===== src/rtl/ether_agent_pkg.sv =====
// Shared encodings for the UDP host agent: TX/RX handshake states and
// the one-hot size classes reported for received packets.
package ether_agent_pkg;

   typedef enum logic [1:0] {
      T_IDLE = 2'd0,
      T_PEND = 2'd1,
      T_REL  = 2'd2
   } tx_state_t;

   typedef enum logic [1:0] {
      R_IDLE = 2'd0,
      R_HOLD = 2'd1,
      R_REL  = 2'd2,
      R_WAIT = 2'd3
   } rx_state_t;

   localparam logic [2:0] SIZE_CLASS_EMPTY = 3'b000;
   localparam logic [2:0] SIZE_CLASS_SMALL = 3'b001;
   localparam logic [2:0] SIZE_CLASS_MID   = 3'b010;
   localparam logic [2:0] SIZE_CLASS_LARGE = 3'b100;

   function automatic logic [2:0] size_class_of(input logic [15:0]   size,
                                                input int unsigned   bin0_max,
                                                input int unsigned   bin1_max);
      logic [2:0] cls;
      if (size == 16'd0)              cls = SIZE_CLASS_EMPTY;
      else if (32'(size) <= bin0_max) cls = SIZE_CLASS_SMALL;
      else if (32'(size) <= bin1_max) cls = SIZE_CLASS_MID;
      else                            cls = SIZE_CLASS_LARGE;
      return cls;
   endfunction

endpackage


===== src/rtl/udp_agent_msg_table.sv =====
// Outgoing message store: one write port, one registered read port.
// A same-cycle write and read of one word returns the previous contents.
module udp_agent_msg_table
   import ether_agent_pkg::*;
#(
   parameter int unsigned DEPTH = 32,
   parameter int unsigned AW    = 5
) (
   input  logic          i_clk,
   input  logic          i_rst,
   input  logic          i_we,
   input  logic [AW-1:0] i_waddr,
   input  logic [31:0]   i_wdata,
   input  logic          i_rd_en,
   input  logic [AW-1:0] i_raddr,
   output logic [31:0]   o_rdata
);

   logic [31:0] r_mem [DEPTH];
   logic [31:0] r_rdata;

   always_ff @(posedge i_clk or posedge i_rst) begin
      if (i_rst) begin
         for (int unsigned i = 0; i < DEPTH; i++) r_mem[i] <= '0;
         r_rdata <= '0;
      end else begin
         if (i_we) r_mem[i_waddr] <= i_wdata;
         r_rdata <= i_rd_en ? r_mem[i_raddr] : 32'd0;
      end
   end

   assign o_rdata = r_rdata;

endmodule


===== src/rtl/udp_host_agent.sv =====
// CPU-side stand-in for the UDP stack buffer handshakes: periodic round-robin
// message release on TX, timed buffer hand-back and size capture on RX.
module udp_host_agent
   import ether_agent_pkg::*;
#(
   parameter int unsigned TXBUF_AWIDTH = 6,
   parameter int unsigned RXBUF_AWIDTH = 9,
   parameter int unsigned NUM_SLOTS    = 4,
   parameter int unsigned MSG_WORDS    = 8,
   parameter int unsigned TX_PERIOD    = 125000000,
   parameter int unsigned RX_HOLD      = 0,
   parameter int unsigned RX_SIZE_WORD = 1,
   parameter int unsigned BIN0_MAX     = 10,
   parameter int unsigned BIN1_MAX     = 20,
   localparam int unsigned CFG_AW = (NUM_SLOTS * MSG_WORDS > 1) ? $clog2(NUM_SLOTS * MSG_WORDS) : 1
) (
   input  logic                    clk,
   input  logic                    rst,
   input  logic                    tx_en,
   input  logic                    cfg_we,
   input  logic [CFG_AW-1:0]       cfg_addr,
   input  logic [31:0]             cfg_wdata,
   input  logic                    udp_txbuf_cpu_grant,
   output logic                    udp_txbuf_cpu_rel,
   input  logic [TXBUF_AWIDTH-1:0] udp_txbuf_addr,
   output logic [31:0]             udp_txbuf_rdata,
   input  logic                    udp_rxbuf_cpu_grant,
   output logic                    udp_rxbuf_cpu_rel,
   input  logic [RXBUF_AWIDTH-1:0] udp_rxbuf_addr,
   input  logic                    udp_rxbuf_we,
   input  logic [31:0]             udp_rxbuf_wdata,
   output logic [15:0]             last_rx_size,
   output logic [2:0]              size_class,
   output logic [15:0]             tx_count,
   output logic [15:0]             tx_drop_count,
   output logic [15:0]             rx_count
);

   localparam int unsigned SLOT_W = (NUM_SLOTS > 1) ? $clog2(NUM_SLOTS) : 1;
   localparam int unsigned CNT_W  = $clog2(TX_PERIOD);
   localparam int unsigned HOLD_W = (RX_HOLD > 0) ? $clog2(RX_HOLD + 1) : 1;

   tx_state_t          r_tx_state, w_tx_next;
   rx_state_t          r_rx_state, w_rx_next;
   logic [CNT_W-1:0]   r_period_cnt;
   logic [SLOT_W-1:0]  r_slot;
   logic [HOLD_W-1:0]  r_hold_cnt, w_hold_next;
   logic               r_tx_rel, r_rx_rel;
   logic [15:0]        r_tx_count, r_tx_drop, r_rx_count, r_last_rx_size;
   logic [2:0]         r_size_class;
   logic               w_tick, w_drop_inc, w_rd_en;
   logic [CFG_AW-1:0]  w_rd_idx;
   logic               w_unused_ok;

   assign w_tick      = tx_en && (r_period_cnt == CNT_W'(TX_PERIOD - 1));
   assign w_rd_en     = (32'(udp_txbuf_addr) < MSG_WORDS);
   assign w_rd_idx    = CFG_AW'(32'(r_slot) * MSG_WORDS + 32'(udp_txbuf_addr));
   assign w_unused_ok = ^udp_rxbuf_wdata[15:0];

   always_ff @(posedge clk or posedge rst) begin
      if (rst)                   r_period_cnt <= '0;
      else if (!tx_en || w_tick) r_period_cnt <= '0;
      else                       r_period_cnt <= r_period_cnt + CNT_W'(1);
   end

   // A tick that finds a release still pending has nowhere to queue, so it is counted as lost.
   always_comb begin
      w_tx_next  = r_tx_state;
      w_drop_inc = 1'b0;
      case (r_tx_state)
         T_IDLE:  if (w_tick) w_tx_next = udp_txbuf_cpu_grant ? T_REL : T_PEND;
         T_PEND: begin
            w_drop_inc = w_tick;
            if (udp_txbuf_cpu_grant) w_tx_next = T_REL;
         end
         T_REL:   w_tx_next = w_tick ? T_PEND : T_IDLE;
         default: w_tx_next = T_IDLE;
      endcase
      if (!tx_en && (r_tx_state != T_REL)) w_tx_next = T_IDLE;
   end

   always_ff @(posedge clk or posedge rst) begin
      if (rst) begin
         r_tx_state <= T_IDLE;
         r_tx_rel   <= 1'b0;
         r_slot     <= '0;
         r_tx_count <= '0;
         r_tx_drop  <= '0;
      end else begin
         r_tx_state <= w_tx_next;
         r_tx_rel   <= (w_tx_next == T_REL);
         if (r_tx_state == T_REL) begin
            r_slot     <= (r_slot == SLOT_W'(NUM_SLOTS - 1)) ? '0 : r_slot + SLOT_W'(1);
            r_tx_count <= r_tx_count + 16'd1;
         end
         if (w_drop_inc && (r_tx_drop != 16'hFFFF)) r_tx_drop <= r_tx_drop + 16'd1;
      end
   end

   udp_agent_msg_table #(
      .DEPTH (NUM_SLOTS * MSG_WORDS),
      .AW    (CFG_AW)
   ) u_msg_table (
      .i_clk   (clk),
      .i_rst   (rst),
      .i_we    (cfg_we),
      .i_waddr (cfg_addr),
      .i_wdata (cfg_wdata),
      .i_rd_en (w_rd_en),
      .i_raddr (w_rd_idx),
      .o_rdata (udp_txbuf_rdata)
   );

   // Hold counter holds the grant cycles still owed before the buffer is handed back.
   always_comb begin
      w_rx_next   = r_rx_state;
      w_hold_next = r_hold_cnt;
      case (r_rx_state)
         R_IDLE: if (udp_rxbuf_cpu_grant) begin
            w_rx_next   = (RX_HOLD == 0) ? R_REL : R_HOLD;
            w_hold_next = HOLD_W'(RX_HOLD);
         end
         R_HOLD: begin
            if (!udp_rxbuf_cpu_grant)             w_rx_next   = R_IDLE;
            else if (r_hold_cnt <= HOLD_W'(1))    w_rx_next   = R_REL;
            else                                  w_hold_next = r_hold_cnt - HOLD_W'(1);
         end
         R_REL:   w_rx_next = R_WAIT;
         R_WAIT:  if (!udp_rxbuf_cpu_grant) w_rx_next = R_IDLE;
         default: w_rx_next = R_IDLE;
      endcase
   end

   always_ff @(posedge clk or posedge rst) begin
      if (rst) begin
         r_rx_state     <= R_IDLE;
         r_hold_cnt     <= '0;
         r_rx_rel       <= 1'b0;
         r_rx_count     <= '0;
         r_last_rx_size <= '0;
         r_size_class   <= SIZE_CLASS_EMPTY;
      end else begin
         r_rx_state <= w_rx_next;
         r_hold_cnt <= w_hold_next;
         r_rx_rel   <= (w_rx_next == R_REL);
         if (r_rx_state == R_REL) r_rx_count <= r_rx_count + 16'd1;
         if (udp_rxbuf_we && (udp_rxbuf_addr == RXBUF_AWIDTH'(RX_SIZE_WORD)))
            r_last_rx_size <= udp_rxbuf_wdata[31:16];
         r_size_class <= size_class_of(r_last_rx_size, BIN0_MAX, BIN1_MAX);
      end
   end

   assign udp_txbuf_cpu_rel = r_tx_rel;
   assign udp_rxbuf_cpu_rel = r_rx_rel;
   assign tx_count          = r_tx_count;
   assign tx_drop_count     = r_tx_drop;
   assign rx_count          = r_rx_count;
   assign last_rx_size      = r_last_rx_size;
   assign size_class        = r_size_class;

endmodule


===== config.mk =====
export PLATFORM = sky130hd
export DESIGN_NAME = udp_host_agent
export DESIGN_NICKNAME = d
export VERILOG_FILES = /design/src/rtl/ether_agent_pkg.sv /design/src/rtl/udp_agent_msg_table.sv /design/src/rtl/udp_host_agent.sv
export SDC_FILE = /design/constraint.sdc
export NUM_CORES = 2
export LEC_CHECK = 0
export CAP_MARGIN = 20
export CORE_ASPECT_RATIO = 0.9
export CORE_MARGIN = 3
export CORE_UTILIZATION = 45
export CTS_CLUSTER_SIZE = 12
export DETAILED_ROUTE_END_ITERATION = 8
export HOLD_SLACK_MARGIN = 0.02
export PLACE_DENSITY = 0.67
export SLEW_MARGIN = 30
export SYNTH_ARGS = -nofsm -noshare
export SYNTH_HDL_FRONTEND = slang
export SYNTH_SLANG_ARGS = --single-unit

===== constraint.sdc =====
create_clock -name clk -period 52.8 [get_ports clk]
set_input_delay 7.92 -clock clk [delete_from_list [all_inputs] [get_ports clk]]
set_output_delay 7.92 -clock clk [all_outputs]
set_load 0.005 [all_outputs]

# --- Word-level counts from Yosys, hierarchy flattened ---
# Index checks and enable logic that the tools add are counted.
classes:
  addsub: 7
  multipliers: 0
  div: 0
  n_lt_le_gt_ge: 7
  n_eq_ne: 15
  shifts: 0
  n_mux: 28
  bitwise: 2
  n_reduce_logical: 12
ops:
  columns: ["operator", "count"]
  rows:
  - ["1024-bit bitwise mux", 1]
  - ["32-bit binary-select mux with 5-bit select", 1]
  - ["32-bit demux with 5-bit select", 1]
  - ["32-bit 2-to-1 mux", 4]
  - ["16-bit by 1-bit adder with 16-bit output, second input constant", 3]
  - ["27-bit by 1-bit adder with 27-bit output, second input constant", 1]
  - ["27-bit equality test, second input constant", 1]
  - ["27-bit 2-to-1 mux", 1]
  - ["2-bit 2-to-1 mux", 9]
  - ["16-bit by 4-bit <= comparator with 1-bit output, second input constant", 1]
  - ["16-bit by 5-bit <= comparator with 1-bit output, second input constant", 1]
  - ["16-bit zero test", 1]
  - ["16-bit != test, second input constant", 1]
  - ["2-bit equality test, second input constant", 6]
  - ["6-bit >= comparator, second input constant", 2]
  - ["5-bit inverter with 6-bit output", 2]
  - ["9-bit by 1-bit equality test with 1-bit output, second input constant", 1]
  - ["3-bit 2-to-1 mux", 3]
  - ["2-bit != test, second input constant", 4]
  - ["2-bit case mux with 4 select lines", 1]
  - ["6-bit by 1-bit less-than comparator with 1-bit output, second input constant", 1]
  - ["6-bit by 4-bit less-than comparator with 1-bit output, second input constant", 1]
  - ["2-bit case mux with 3 select lines", 1]
  - ["5-bit adder", 1]
  - ["other kinds (12)", 22]
totals:
  ff_bits: 1159
  latch_bits: 0
  mem_bits_rw: 0
  rom_bits: 0
  inputBits: 91
  out_inout_bits: 101
  elab_cells: 116
  mem_count: 0

# --- Logic depth before layout (Yosys ltp) ---
logic_depth:
  ltp_word: 6
  mapped_depth: 9
  depth_no_buf: 6

# --- Hierarchy ---
# From an unflattened synthesis, not the netlist that was laid out.
unflattened:
  hier_cells: 3353
  hier_area_um2: 51748.4
by_module_without_submodules:
  columns: ["module", "instances", "cells_each", "area_per_inst_um2", "seq_area_each_um2"]
  rows:
  - ["udp_agent_msg_table", 1, 2950, 47174.0, 26425.3]
  - ["udp_host_agent", 1, 403, 4574.4, 2552.4]

# --- Worst setup path before layout ---
# Ideal clock, no wire load.
synth_timing:
  path_type: "input-to-reg"
  startpoint: "input udp_txbuf_addr[3]"
  endpoint: "register u_msg_table.r_rdata[12], in the netlist u_msg_table.o_rdata[12]"
  setup_ns: 0.136
  t_arrival_ns: 9.326
  t_required_ns: 52.664
  path_slack_ns: 43.338
  stages: 7
  n_path_buf: 2
  cell_sequence: "ha_1 > buf_2 > inv_1 > nor2_1 > clkbuf_1 > a22o_1 > nor3_1"
synth_between:
  elab_chain_len: 6
  elab_cells_between_ends: 7
  classes_between: "add/sub (1); order compare (1); mux (4); bitwise (1)"
synth_rtl:
  columns: ["item", "line", "text"]
  rows:
  - ["from (decl)", "udp_host_agent.sv:25", "input logic [TXBUF_AWIDTH-1:0] udp_txbuf_addr,"]
  - ["5-bit adder", "udp_host_agent.sv:57", "assign w_rd_idx = CFG_AW'(32'(r_slot) * MSG_WORDS + 32'(udp_txbuf_addr));"]
  - ["5-bit inverter with 6-bit output (implied by the code)", "udp_agent_msg_table.sv:28", "r_rdata <= i_rd_en ? r_mem[i_raddr] : 32'd0;"]
  - ["32-bit binary-select mux with 5-bit select", "udp_agent_msg_table.sv:28", null]
  - ["32-bit 2-to-1 mux (implied by the code) (2 in series)", "udp_agent_msg_table.sv:28", null]
  - ["32-bit 2-to-1 mux (*)", "udp_agent_msg_table.sv:28", null]
  - ["to (signal assigned)", "udp_agent_msg_table.sv:28", null]
  - ["to (decl)", "udp_agent_msg_table.sv:20", "logic [31:0] r_rdata;"]
# Every way passes the cells marked *; elsewhere a longest branch is shown, timed or not. The select of a mux whose other input is x is not followed.
# A chain may end at the register's enable or synchronous reset.

# --- Worst setup path after layout ---
layout_timing:
  startpoint: "input udp_txbuf_addr[0]"
  endpoint: "register u_msg_table.r_rdata[21], in the netlist u_msg_table.o_rdata[21]"
# Same word-level chain as after synthesis.

==> out/metrics.yaml <==
sta:
  max_freq_mhz: 92.61
  worstMarginPinSlew_ns: 1.053
  rsz0062_at_grt: "no"
  finalCritPeriodShare_pct: 20.45
  fin_crit_ns: 10.80
  setup_violations: 0
  slew_viol_final: 0
  slew_headroom_pct: 29.65
  hold_viol_final: 0
  tns_ns: 0
  skew_ns: 0.02145
setup_path:
  start_kind: "input pin"
  r2r_setup_slack_ns: 49.56
  critPathMaxFanout: 50
  reg2regPathDepth: 7
  timing.rr.start: "r_slot[0]"
  worstReg2RegEnd: "u_msg_table.o_rdata[7]"
  worst_setup_path_end_kind: "flip-flop"
  crit_arrival_ns: 11.34
  crit_required_ns: 53.34
  crit_type: "in2reg"
yosys:
  synth_flop_cell: "dfrtp_1"
  synth_area_per_cell_um2: 15.01
  syn_nets: 3579
  synth_area_um2: 52270
  synth-edff-count: 0
  synthArstFlopShare_pct: 100.0
  ys_ff_latch: 1158
  yosys_warnings: 0
  netlist_instances: 3482
  ys_types: 55
  yosysSeqAreaShare_pct: 55.44
cells_and_area:
  final_nets: 3649
  multi_input_area_um2: 21930
  syn_to_final_growth_pct: 12.71
  fillCellCount: 9537
  seq_area_um2: 28980
  drive_above_1_share_pct: 43.09
floorplanning:
  die_h_um: 329.3
  coreArea_um2: 114200
  chipWidth_um: 365.2
  die-area_um2: 120300
  initial_core_util_pct: 45.77
  io_pins: 192
  num_rows: 117
global_route:
  grt_util_all_layers_pct: 22.78
  first_global_vias: 30996
  grt_max_degree: 181
  antenna_found_initial: 16
  grt_first_pass_wirelength_um: 204100
  grt_overflow: 0
route:
  wl_um: 135800
  drc_errors: 0
  drt-initial-drc-count: 1978
  vias_per_cell: 5.880
  vias: 30193
  drtPass1Iterations: 5
  drtAntennaViolNets: 0
  avgRoutedWirePerCell_um: 26.44
power_and_ir_drop:
  p_leak_nw: 26.49
  clockPowerShare_pct: 35.8
  seq_power_share_pct: 49.4
  p_int_mw: 1.711
  vdd.ir_drop.worst_mv: 0.02918
  p_comb_share_pct: 14.8
  power_mw: 2.272
  power_density_nw_per_um2: 38.57
  p_switching_uw: 560.5
  swShare_pct: 24.67
clocking:
  cts_root_buf: "clkbuf_16"
  cts_tree: "built"
  clock_latency_ns: 0.73
  postCtsHoldBufs: 0
  cts_buffers: 119
  cts.path.max_buffers: 3
  cts_setup_buffers: 0
  cts_sinks: 1158
  post_cts_resized: 0
  path_clk_slew_ns: 0.06
  htreeDepth: 3
hold_path:
  hp-start: "r_rx_state[1]"
  worstHoldPathCells: 1
  hold_path_end: "udp_rxbuf_cpu_rel"
  hold_path.class: "reg2reg"
placed_design:
  dp_hpwl_um: 79350
  gp_congestion: 0.7764
  io_buffers: 175
outcome:
  status: "complete, no violations"
job:
  cap_violations: 0
-- layer usage --
| metal | share of wire [%] | global-route usage, % |
|---|---|---|
| met4 | 2.5 | 6.000 |
| met3 | 6.9 | 6.404 |
| met1 | 46 | 33.00 |
| met5 | 0.032 | 0 |
| met2 | 44 | 33.81 |
-- cells by family after synthesis --
kind of cell	synth area share, %
xor gates and xnor gates	1.233
and+or+nand+nor	2.813
buffers and inverters	2.990
muxes	34.40
DFF	55.44
AOI/OAI and AO/OA	2.976
adders and majority gates	0.1436
-- synth_stat cells (all sizes together), types with 19 or more instances --
library cell | n | area (um^2)
nand2 | 82 | 307.8
nand4 | 22 | 137.6
mux4 | 174 | 3919
dfrtp | 1158 | 28980
xor2 | 27 | 236.5
a21oi | 19 | 95.09
nor2 | 69 | 261.5
a221oi | 50 | 538.0
nand3 | 28 | 140.1
mux2 | 1046 | 11780
xnor2 | 44 | 385.4
a22oi | 36 | 270.3
clkbuf | 130 | 489.2
a22o | 28 | 245.2
buf | 171 | 1025
nor3 | 22 | 110.1
mux2i | 228 | 2282
o21ai | 20 | 100.1
-- worst max path at each step --
stage	start	to	slack, ns	cells after the start
after floorplan	rst	last_rx_size[0]	12.26	1
after global placement	rst	u_msg_table.r_mem[662]	40.79	5
after detailed placement	rst	rx_count[7]	40.97	5
after CTS	udp_txbuf_addr[1]	u_msg_table.o_rdata[12]	41.76	7
after global routing	udp_txbuf_addr[0]	u_msg_table.o_rdata[2]	41.78	7
final	udp_txbuf_addr[0]	u_msg_table.o_rdata[21]	42.00	7
-- cell usage in the layout (no fill, tap or decap), types with 16 or more instances in the layout --
master	Yosys	layout
buf_2	74	34
xor2_1	27	27
clkbuf_8	0	28
clkdlybuf4s50_1	0	140
a21oi_1	19	19
a22o_1	28	28
nand4_1	22	22
nor3_1	22	21
nand2_1	82	66
nor2_1	68	48
nand2_2	0	16
nand3_1	28	28
dfrtp_1	1158	1158
a311o_1	18	18
nor2_4	0	17
mux4_2	174	174
a22oi_1	36	36
a221oi_1	34	34
o21ai_1	18	18
mux2i_1	228	228
clkbuf_16	0	120
clkbuf_1	129	39
a221oi_2	16	16
buf_4	25	61
xnor2_1	44	43
mux2_2	1046	1046
-- flip-flops by register name, indices dropped and copies added, names as in the netlist --
register / cells
rx_count: 16
r_period_cnt: 27
r_slot: 2
last_rx_size: 16
udp_rxbuf_cpu_rel: 1
r_rx_state: 2
udp_txbuf_cpu_rel: 1
u_msg_table.o_rdata: 32
size_class: 3
r_tx_state: 2
tx_drop_count: 16
tx_count: 16
u_msg_table.r_mem: 1024
-- critical path, cell delays in order --
cell and delay [ns]:
buf_6 0.59, clkinv_2 0.78, buf_4 0.49, buf_4 0.31
mux2i_1 0.22, a311o_1 0.38, a221oi_1 0.54
-- power by group through the flow --
stage / logic (mW) / clock network (mW) / registers (mW)
after detailed placement: 0.338 / 0 / 1.14
final: 0.336 / 0.814 / 1.12
after global placement: 0.329 / 0 / 1.13
after CTS: 0.339 / 0.832 / 1.12
after global routing: 0.368 / 0.866 / 1.14
after floorplan: 0.272 / 0 / 1.12
-- cell type report --
cell class,instances,area share [%]
antenna,9,0.03823
clock buffer,187,6.000
clock inverter,21,0.3377
inverter,13,0.1062
multi-input combinational,2010,37.23
sequential,1158,49.19
tap,1487,3.158
timing repair buffer,250,3.942
-- through the flow --
stage | area (um^2) | worst slack (ns) | util (%) | instances | hold WS, ns
6_report | 58910 | 42.00 | 51.59 | 5135 | 0.4332
3_5_place_dp | 55040 | 40.97 | 48.20 | 4912 | 0.4289
4_1_cts | 58770 | 41.76 | 51.47 | 5120 | 0.4369
5_1_grt | 58890 | 41.78 | 51.58 | 5129 | 0.4746
3_3_place_gp | 55140 | 40.79 | 48.29 | 4911 | 0.4278
2_1_floorplan | 52270 | 12.26 | - | 3482 | 0.4082
No activity file was read; power rests on OpenSTA's default activity.
